[config.mk]
export PLATFORM = sky130hd
export DESIGN_NAME = length_counter_bank
export DESIGN_NICKNAME = d
export VERILOG_FILES = /design/src/rtl/length_counter_bank.sv
export SDC_FILE = /design/constraint.sdc
export NUM_CORES = 1
export LEC_CHECK = 0
export BUFFER_PORTS_ARGS = -buffer_cell sky130_fd_sc_hd__buf_2
export CAP_MARGIN = 20
export CORE_MARGIN = 4
export CORE_UTILIZATION = 50
export CTS_BUF_LIST = sky130_fd_sc_hd__clkbuf_8
export DETAILED_ROUTE_END_ITERATION = 7
export HOLD_SLACK_MARGIN = 0.1
export PLACE_DENSITY = 0.71
export SLEW_MARGIN = 20
export SYNTH_ARGS = -nofsm -noshare
export SYNTH_HDL_FRONTEND = slang
export SYNTH_SLANG_ARGS = --single-unit
export TNS_END_PERCENT = 10
[constraint.sdc]
create_clock -name CLK -period 2.75 [get_ports CLK]
set_input_delay 0.55 -clock CLK [delete_from_list [all_inputs] [get_ports CLK]]
set_output_delay 0.55 -clock CLK [all_outputs]
set_load 0.1 [all_outputs]
[src/rtl/length_counter_bank.sv]
// rtl/length_counter_bank.sv - bank of table-loaded length counters with enable, halt and half-frame decrement
module length_counter_bank #(
  parameter int NUM_CH = 4,
  parameter int CNT_W  = 8
) (
  input  logic                    CLK,
  input  logic                    RES,
  input  logic                    LD_STB,
  input  logic [2:0]              LD_CH,
  input  logic [4:0]              LD_IDX,
  input  logic                    EN_STB,
  input  logic [NUM_CH-1:0]       EN_DATA,
  input  logic                    HF_STB,
  input  logic [NUM_CH-1:0]       HALT,
  output logic [NUM_CH*CNT_W-1:0] CNT,
  output logic [NUM_CH-1:0]       NZ
);

  logic [NUM_CH-1:0] en;
  logic [CNT_W-1:0]  cnt [NUM_CH];

  function automatic logic [7:0] len_lut(input logic [4:0] idx);
    case (idx)
      5'd0:  len_lut = 8'd10;   5'd1:  len_lut = 8'd254;
      5'd2:  len_lut = 8'd20;   5'd3:  len_lut = 8'd2;
      5'd4:  len_lut = 8'd40;   5'd5:  len_lut = 8'd4;
      5'd6:  len_lut = 8'd80;   5'd7:  len_lut = 8'd6;
      5'd8:  len_lut = 8'd160;  5'd9:  len_lut = 8'd8;
      5'd10: len_lut = 8'd60;   5'd11: len_lut = 8'd10;
      5'd12: len_lut = 8'd14;   5'd13: len_lut = 8'd12;
      5'd14: len_lut = 8'd26;   5'd15: len_lut = 8'd14;
      5'd16: len_lut = 8'd12;   5'd17: len_lut = 8'd16;
      5'd18: len_lut = 8'd24;   5'd19: len_lut = 8'd18;
      5'd20: len_lut = 8'd48;   5'd21: len_lut = 8'd20;
      5'd22: len_lut = 8'd96;   5'd23: len_lut = 8'd22;
      5'd24: len_lut = 8'd192;  5'd25: len_lut = 8'd24;
      5'd26: len_lut = 8'd72;   5'd27: len_lut = 8'd26;
      5'd28: len_lut = 8'd16;   5'd29: len_lut = 8'd28;
      5'd30: len_lut = 8'd32;   default: len_lut = 8'd30;
    endcase
  endfunction

  // The full 3-bit channel index is compared, so out-of-range indices never alias onto a real channel.
  always_ff @(posedge CLK) begin
    if (RES) begin
      en <= '0;
      for (int n = 0; n < NUM_CH; n++) cnt[n] <= '0;
    end else begin
      if (EN_STB) en <= EN_DATA;
      for (int n = 0; n < NUM_CH; n++) begin
        if (EN_STB && !EN_DATA[n])
          cnt[n] <= '0;
        else if (LD_STB && (LD_CH == 3'(n)) && en[n])
          cnt[n] <= CNT_W'(len_lut(LD_IDX));
        else if (HF_STB && !HALT[n] && (cnt[n] != '0))
          cnt[n] <= cnt[n] - CNT_W'(1);
      end
    end
  end

  always_comb begin
    CNT = '0;
    NZ  = '0;
    for (int n = 0; n < NUM_CH; n++) begin
      CNT[n*CNT_W +: CNT_W] = cnt[n];
      NZ[n]                 = |cnt[n];
    end
  end

endmodule
## Word-level counts from Yosys, hierarchy flattened

Memory sizes are Yosys's and may differ from the RTL's.
Index checks and enable logic that the tools add are counted.

| storage, ports and cells | value |
|---|---|
| memories kept | 5 |
| RAM bits | 32 |
| ROM bits | 896 |
| register bits | 4 |
| bits of input ports | 21 |
| logic and storage cells | 136 |
| output and inout port bits | 36 |

| operators by class | value |
|---|---|
| $add $sub $neg | 4 |
| bitwise logic cells | 12 |
| reduce and logical (&&, ||, !) cells | 37 |
| multiplexer cells | 74 |
| equal/unequal tests | 3 |

Memory list:

| name | words | width | rd ports | clocked after Yosys merged registers in | write ports | RTL line | source |
|---|---|---|---|---|---|---|---|
| (no name shown) | 32 | 7 | 1 | 0 | 0 | 23 | `case (idx)` |
| (no name shown) | 32 | 7 | 1 | 0 | 0 | 23 |  |
| (no name shown) | 32 | 7 | 1 | 0 | 0 | 23 |  |
| (no name shown) | 32 | 7 | 1 | 0 | 0 | 23 |  |
| cnt | 4 | 8 | 4 | 0 | 4 | 20 | `logic [CNT_W-1:0] cnt [NUM_CH];` |

Operator list:

| cell | count |
|---|---|
| $mux W8 | 24 |
| $mux W1 | 50 |
| $reduce_bool A8 Y1 | 4 |
| $reduce_or A8 Y1 | 4 |
| $sub A8 B1 Y8 const B | 4 |
| $logic_and A1 B1 Y1 | 20 |
| $or A1 B1 Y1 | 12 |
| $logic_not A1 Y1 | 8 |
| $eq A3 B2 Y1 const B | 2 |
| $eq A3 B1 Y1 const B | 1 |
| $logic_not A3 Y1 | 1 |

## Longest topological paths before layout

Gate-level depths: netlist of the first run.

| depth | value |
|---|---|
| word-level depth | 9 |
| mapped depth | 6 |
| gate-level depth less buffers | 6 |

## Worst setup path before layout of the first run

OpenSTA, ideal clock, no wires.

| path | value |
|---|---|
| path type | register -> register |
| start point | mem cnt[3][0] |
| end point | mem cnt[3][6], data pin |
| setup slack | -0.595 ns |
| cell stages (with the launch flop) | 7 |
| library setup time | 0.279 ns |
| buffers on the path | 0 |
| arrival | 3.067 ns |
| period minus slack after synthesis | 3.345 ns |
| cell sequence | edfxtp_1 > inv_1 > ha_1 > nor3b_1 > nand3_1 > nand4_1 > o22ai_1 |

RTL lines:

| item | RTL line |
|---|---|
| start, declared | 20 |

==> key figures, run 1 <==
Outcome
  • Status: complete, no violations

Place
  • DP HPWL: 4270 um
  • Global placement routability congestion: 0.847
  • Dpl cells: 347
  • Port bufs: 56

Final layout
  • NumNets Final: 336
  • Commonest non-fill, non-tap cell in the layout: buf_2
  • Synth-to-Final Area Change: 19.7%
  • Fillers: 389
  • Most frequent cells in the layout: buf_2, edfxtp_1, nor2_1
  • Layout cells sized above 1: 24.8%
  • Antenna Cells: 0
  • Cell Count, Final, Fillers Out: 355

Clocking
  • Bufs on Longest Clock Path: 2
  • Clk Latency, worst-skew pair: 0.28 ns
  • # H-tree levels: 2
  • Hold Buf Count CTS: 0
  • Num CTS Buffers: 5
  • # resized after CTS: 0
  • Clk pin slew, worst setup/hold paths: 0.06 ns
  • CTS sink count: 36
  • Root Buffer: clkbuf_8
  • CTS tree: built
  • Post-CTS Setup Bufs: 0

Yosys
  • Seq/Total Area, Yosys: 43.7%
  • Post-Syn Nets: 275
  • Post-Syn Instances: 241
  • Synthesized flop and latch total: 36
  • Syn avg cell area: 9.89 um^2
  • Synth Flop Type: edfxtp_1
  • EDFF count, synth: 32
  • Synth Cell Area: 0.00238 mm^2
  • Fraction of registers with async set/reset: 0%
  • Post-synthesis cell type count: 37
  • Warnings, synthesis: 0

Die
  • Die area: 0.00594 mm^2
  • Ports: 57
  • Die Width: 77.0 um
  • Height of the chip: 77.0 um
  • Row count: 24
  • Initial core utilization: 53.3%
  • Core Footprint: 0.00447 mm^2

Timing
  • Final slew viol count: 0
  • Final hold vios: 0
  • RSZ-0062 raised after global routing: no
  • Relative slew slack: 59.2%
  • Min Tclk post-route: 2.47 ns
  • Final Cycle Share: 89.9%
  • Setup violators final: 0
  • Clock skew: 0.0104 ns
  • Slew @ Worst Pin: 0.606 ns
  • Max Clk Rate: 404 MHz

Power
  • Switching Share: 42.7%
  • Net Sw Power: 0.000722 W
  • Clock power share: 20.8%
  • Leak: 1.16 nW
  • PwrDens: 593 mW/mm^2
  • Internal Power: 0.000969 W
  • Total power: 0.00169 W
  • Part of the power in registers: 41.0%
  • Gate power share: 38.2%
  • Worst vdd ir: 0.300 mV

Detailed routing
  • Drt wl/cell: 15.7 um
  • First-pass DRT Iterations: 4
  • # DRC: 0
  • Routed Antenna Nets: 0
  • Post-Route WL: 5590 um
  • DR vias: 2,046
  • Vias per cell: 5.76
  • First DRT Iteration DRCs: 104

Setup path
  • Max FO, Critical Path: 5
  • CP Capture Type: primary output
  • Setup Crit Path Kind: register to primary output
  • Cells on worst reg2reg path: 4
  • Worst path arrival time: 1.92 ns
  • CP required: 2.20 ns
  • Crit start category: register

Global route
  • First-pass GRT wire length: 9550 um
  • Vias in the first global route: 2,035
  • Largest net degree at the start of global routing: 18
  • Antenna violations before repair: 0
  • GRT Total Usage: 19.8%
  • GR Overflow Total: 0

Hold path
  • Hold Path Depth: 1
  • Worst hold path type: register to register

Job
  • Max-Cap Viols: 0
-- flip-flops by register name (all words and copies together) (netlist names) --
| signal | flops |
|---|---|
| cnt | 32 |
| en | 4 |
-- per-stage QoR --
step	cell area, um^2	hold WS [ns]	worst slack, ns	TNS (ns)	util [%]
after CTS	2850	0.471	0.264	0	63.8
after floorplan	2430	0.440	-0.0975	-1.02	-
after global placement	2770	0.451	0.568	0	62.0
final	2850	0.467	0.277	0	63.8
after detailed placement	2770	0.453	0.565	0	62.0
after global routing	2850	0.507	0.150	0	63.8
-- cell usage after synthesis (2+ instances only) --
library cell  count  share of area, %
inv_1            13               2.0
nand2_1          13               2.0
nor2_1           26               4.1
clkbuf_1          3              0.47
edfxtp_1         32                40
o21ai_0           2              0.42
nor3_1           12               2.5
nand2b_1         10               2.6
dfxtp_1           4               3.4
nand3b_1          3              0.94
nor4_1            6               1.6
a21boi_0          2              0.63
a21oi_1           3              0.63
buf_2             2              0.42
a221o_1           2              0.84
nand3_2           2              0.84
mux2i_1           6               2.5
o2bb2ai_1         3               1.1
nor2b_1           7               1.8
nor3b_1           2              0.63
o22ai_1          25               6.6
xnor2_1          17               6.2
a22oi_1           3              0.94
xor2_1            7               2.6
nand3_1          12               2.5
ha_1             13               6.8
-- per-layer routing --
layer / part of all wire (%) / GRT usage [%] / vias up
met5: 0 / 0 / -
met4: 1.1 / 5.87 / 0
met3: 6.9 / 3.40 / 7
met2: 48 / 32.9 / 59
met1: 44 / 26.5 / 963
li1: - / - / 1017
-- critical path, cell delays in order (launching register included) --
cell and delay (ns):
edfxtp_1 0.44, inv_1 0.09, ha_1 0.17, nor3b_1 0.51, nand3_4 0.12, buf_2 0.31
-- power groups by stage --
stage | logic, W | registers [W] | clock network (W)
floorplan | 0.000257 | 0.000978 | 0
global placement | 0.000643 | 0.000705 | 0
detailed placement | 0.000646 | 0.000706 | 0
CTS | 0.000649 | 0.000694 | 0.000355
global route | 0.000684 | 0.000702 | 0.000391
finish | 0.000646 | 0.000694 | 0.000352
-- cells by family after synthesis --
group / Yosys count / share of synthesized area, %
compound gates: 46 / 13.3
xor+xnor: 24 / 8.82
fa+ha+maj: 13 / 6.82
buf+inv: 18 / 2.94
flops: 36 / 43.7
mux: 6 / 2.52
simple gates: 98 / 21.9
-- cell type report --
cell class	count	area [um^2]	share of cell area, %
Multi-Input combinational cell	187	1320	46.1
Tap cell	52	65.1	2.28
Sequential cell	36	1040	36.5
Clock inverter	3	12.5	0.438
Inverter	13	48.8	1.71
Clock buffer	5	68.8	2.41
Timing Repair Buffer	59	303	10.6
-- path summary, 6_finish.rpt --
check	from	to	slack, ns
setup reg to reg	cnt[0][3]	cnt[0][1]	0.65
setup / recovery	cnt[3][0]	NZ[3]	0.28
hold reg to reg	en[3]	en[3]	0.47
hold / removal	en[3]	en[3]	0.47
(Power assumes the default switching activity.)
==> inputs of run 2 (changes only) <==
CORE_UTILIZATION = 45   (was 50)
PLACE_DENSITY = 0.72   (was 0.71)
==> run 2 against run 1 <==
Die area rose by 9.9%. Flip-flop and latch count did not move. Via count decreased by 0.93%. Final cell count is 4.5% higher. Count of clock-buffer cells in the layout stayed put. Sequential power about the same. Critical endpoint unchanged.
==> key figures, run 2 (synthesis results as in run 1) <==
Detailed routing
  • First DRT Iteration DRCs: 133 (+28%)
  • # DRC: 0 (unchanged)
  • Vias per cell: 5.46 (-5.2%)
  • Drt wl/cell: 15.1 um (-3.8%)
  • DR vias: 2,027 (-0.93%)
  • Routed Antenna Nets: 0 (unchanged)
  • Post-Route WL: 5620 um (+0.57%)
  • First-pass DRT Iterations: 4 (unchanged)

Setup path
  • Slowest library cell on the worst path: nor3b_1
  • CP required: 2.20 ns (about the same)
  • Max FO, Critical Path: 5 (unchanged)
  • Worst r2r src: cnt[2][3]
  • Cells on worst reg2reg path: 4 (unchanged)
  • Delay of the slowest critical-path stage: 0.53 ns (+0.02 ns)
  • CP Capture Type: primary output
  • Setup Crit Path Kind: register to primary output
  • RR Endpoint: cnt[2][6]
  • Worst path arrival time: 1.96 ns (+0.04 ns)
  • Cell Chain, Critical Path: inv_1, ha_1, nor3b_1, nand3_4, buf_2
  • Flop2flop setup slack: 0.54 ns (-0.11 ns)
  • Crit start category: register

Final layout
  • Reg area: 0.00104 mm^2 (unchanged)
  • Commonest non-fill, non-tap cell in the layout: buf_2
  • Multi-input logic area: 0.00132 mm^2 (unchanged)
  • Antenna Cells: 0 (unchanged)
  • Fillers: 467 (+20%)
  • Final core utilization: 56.5% (-7.3 points)
  • Fin area: 0.00289 mm^2 (+1.1%)
  • NumNets Final: 334 (-0.60%)
  • Layout cells sized above 1: 24.3% (-0.50 points)
  • Number of flip-flops in the largest register: 32 (unchanged)
  • Largest registers: cnt (32), en (4)
  • Synth-to-Final Area Change: 21.1%
  • Top reg by flops: cnt
  • Most frequent cells in the layout: buf_2, edfxtp_1, nor2_1

Power
  • Net Sw Power: 0.000731 W (+1.2%)
  • Clock power share: 25.2% (+4.4 points)
  • Gate power share: 36.1% (-2.1 points)
  • PwrDens: 621 mW/mm^2 (+4.7%)
  • Total power: 0.00179 W (+5.9%)
  • Switching Share: 40.8% (-1.9 points)
  • Leak: 1.15 nW (-0.52%)
  • Part of the power in registers: 38.7% (-2.3 points)
  • Internal Power: 0.00106 W (+9.5%)
  • Worst vdd ir: 0.208 mV (-31%)

Clocking
  • Hold Buf Count CTS: 0 (unchanged)
  • # resized after CTS: 0 (unchanged)
  • Post-CTS Setup Bufs: 0 (unchanged)
  • CTS tree: built
  • Root Buffer: clkbuf_8
  • Clk Latency, worst-skew pair: 0.29 ns (about the same)
  • CTS sink count: 36 (unchanged)
  • Clk pin slew, worst setup/hold paths: 0.07 ns (about the same)
  • Num CTS Buffers: 5 (unchanged)
  • # H-tree levels: 2 (unchanged)
  • Bufs on Longest Clock Path: 2 (unchanged)

Timing
  • Hold WS: 0.484 ns (+0.0175 ns)
  • Final slew viol count: 0 (unchanged)
  • RSZ-0062 raised after global routing: no
  • Max Clk Rate: 398 MHz (-1.5%)
  • Slew @ Worst Pin: 0.723 ns (+0.118 ns)
  • TNS Setup: 0 ns (unchanged)
  • Clock skew: 0.00679 ns (-0.00363 ns)
  • Final Cycle Share: 91.3% (+1.4 points)
  • Final hold vios: 0 (unchanged)
  • Min Tclk post-route: 2.51 ns (+0.0375 ns)
  • Setup violators final: 0 (unchanged)
  • Relative slew slack: 51.3% (-7.9 points)

Place
  • DP HPWL: 4240 um (-0.72%)
  • DP Area: 0.00278 mm^2 (+0.27%)
  • Port bufs: 56 (unchanged)
  • Global placement routability congestion: 0.839 (-0.99%)

Die
  • Die area: 0.00653 mm^2 (+9.9%)
  • Initial core utilization: 46.7% (-6.6 points)
  • Die Width: 80.8 um (+4.8%)
  • Ports: 57 (unchanged)
  • Row count: 26 (+8.3%)
  • Height of the chip: 80.8 um (+4.8%)
  • Core Footprint: 0.00511 mm^2 (+14%)

Outcome
  • Status: complete, no violations

Hold path
  • Worst hold start: en[3]
  • Worst hold endpoint: en[3]
  • Hold Path Depth: 1 (unchanged)
  • Worst hold path type: register to register

Global route
  • GRT Total Usage: 17.8% (-2.0 points)
  • Antenna violations before repair: 0 (unchanged)
  • First-pass GRT wire length: 8800 um (-7.8%)
  • GR Overflow Total: 0 (unchanged)
  • Largest net degree at the start of global routing: 18 (unchanged)
  • Vias in the first global route: 1,801 (-11%)

Job
  • Max-Cap Viols: 0 (unchanged)
run 2: cell count changes in the layout (fill, tap and decap cells not counted):
cell | before | now
buf_4 | 3 | 1
bufinv_16 | 0 | 1
clkinv_1 | 0 | 2
clkinv_2 | 1 | 0
inv_1 | 15 | 13
run 2: power by group through the flow:
stage | clock [W] | combinational (W) | sequential [W]
floorplan | 0 | 0.000257 | 0.000978
global placement | 0 | 0.000645 | 0.000704
finish | 0.000452 | 0.000648 | 0.000693
detailed placement | 0 | 0.000646 | 0.000706
CTS | 0.000457 | 0.000650 | 0.000693
global route | 0.000485 | 0.000685 | 0.000700
run 2: worst max-delay path: cells and delay by family (launching register included):
kind	cells	cell delay, ns
AND/OR/NAND/NOR	2	0.66
buffers and inverters	2	0.40
adder cells (fa/ha/maj)	1	0.17
flip-flops	1	0.44
run 2: worst max path at each step:
stage                   start        end  cells after the start
floorplan           cnt[1][3]  cnt[1][0]                      4
global placement    LD_IDX[0]  cnt[2][5]                      7
detailed placement  LD_IDX[0]  cnt[0][5]                      7
CTS                 cnt[3][0]      NZ[3]                      5
global route        cnt[3][0]      NZ[3]                      5
finish              cnt[3][0]      NZ[3]                      5
run 2: per-stage QoR:
step	setup WS, ns	cells
2_1_floorplan	-0.0975	241
3_3_place_gp	0.408	363
3_5_place_dp	0.402	363
4_1_cts	0.222	371
5_1_grt	0.105	371
6_report	0.239	371
run 2: area by class of cell:
type,count,area share (%)
clock buffer,5,2.38
clock inverter,3,1.30
inverter,13,1.69
multi-input combinational,187,45.6
sequential,36,36.1
tap,70,3.03
timing repair buffer,57,9.97
run 2: routing by layer:
metal,vias up,wire length [um],global-route usage [%]
li1,1009,-,-
met1,930,2560,24.9
met3,10,410,2.66
met2,78,2540,27.4
met4,0,107,7.43
met5,-,0,0
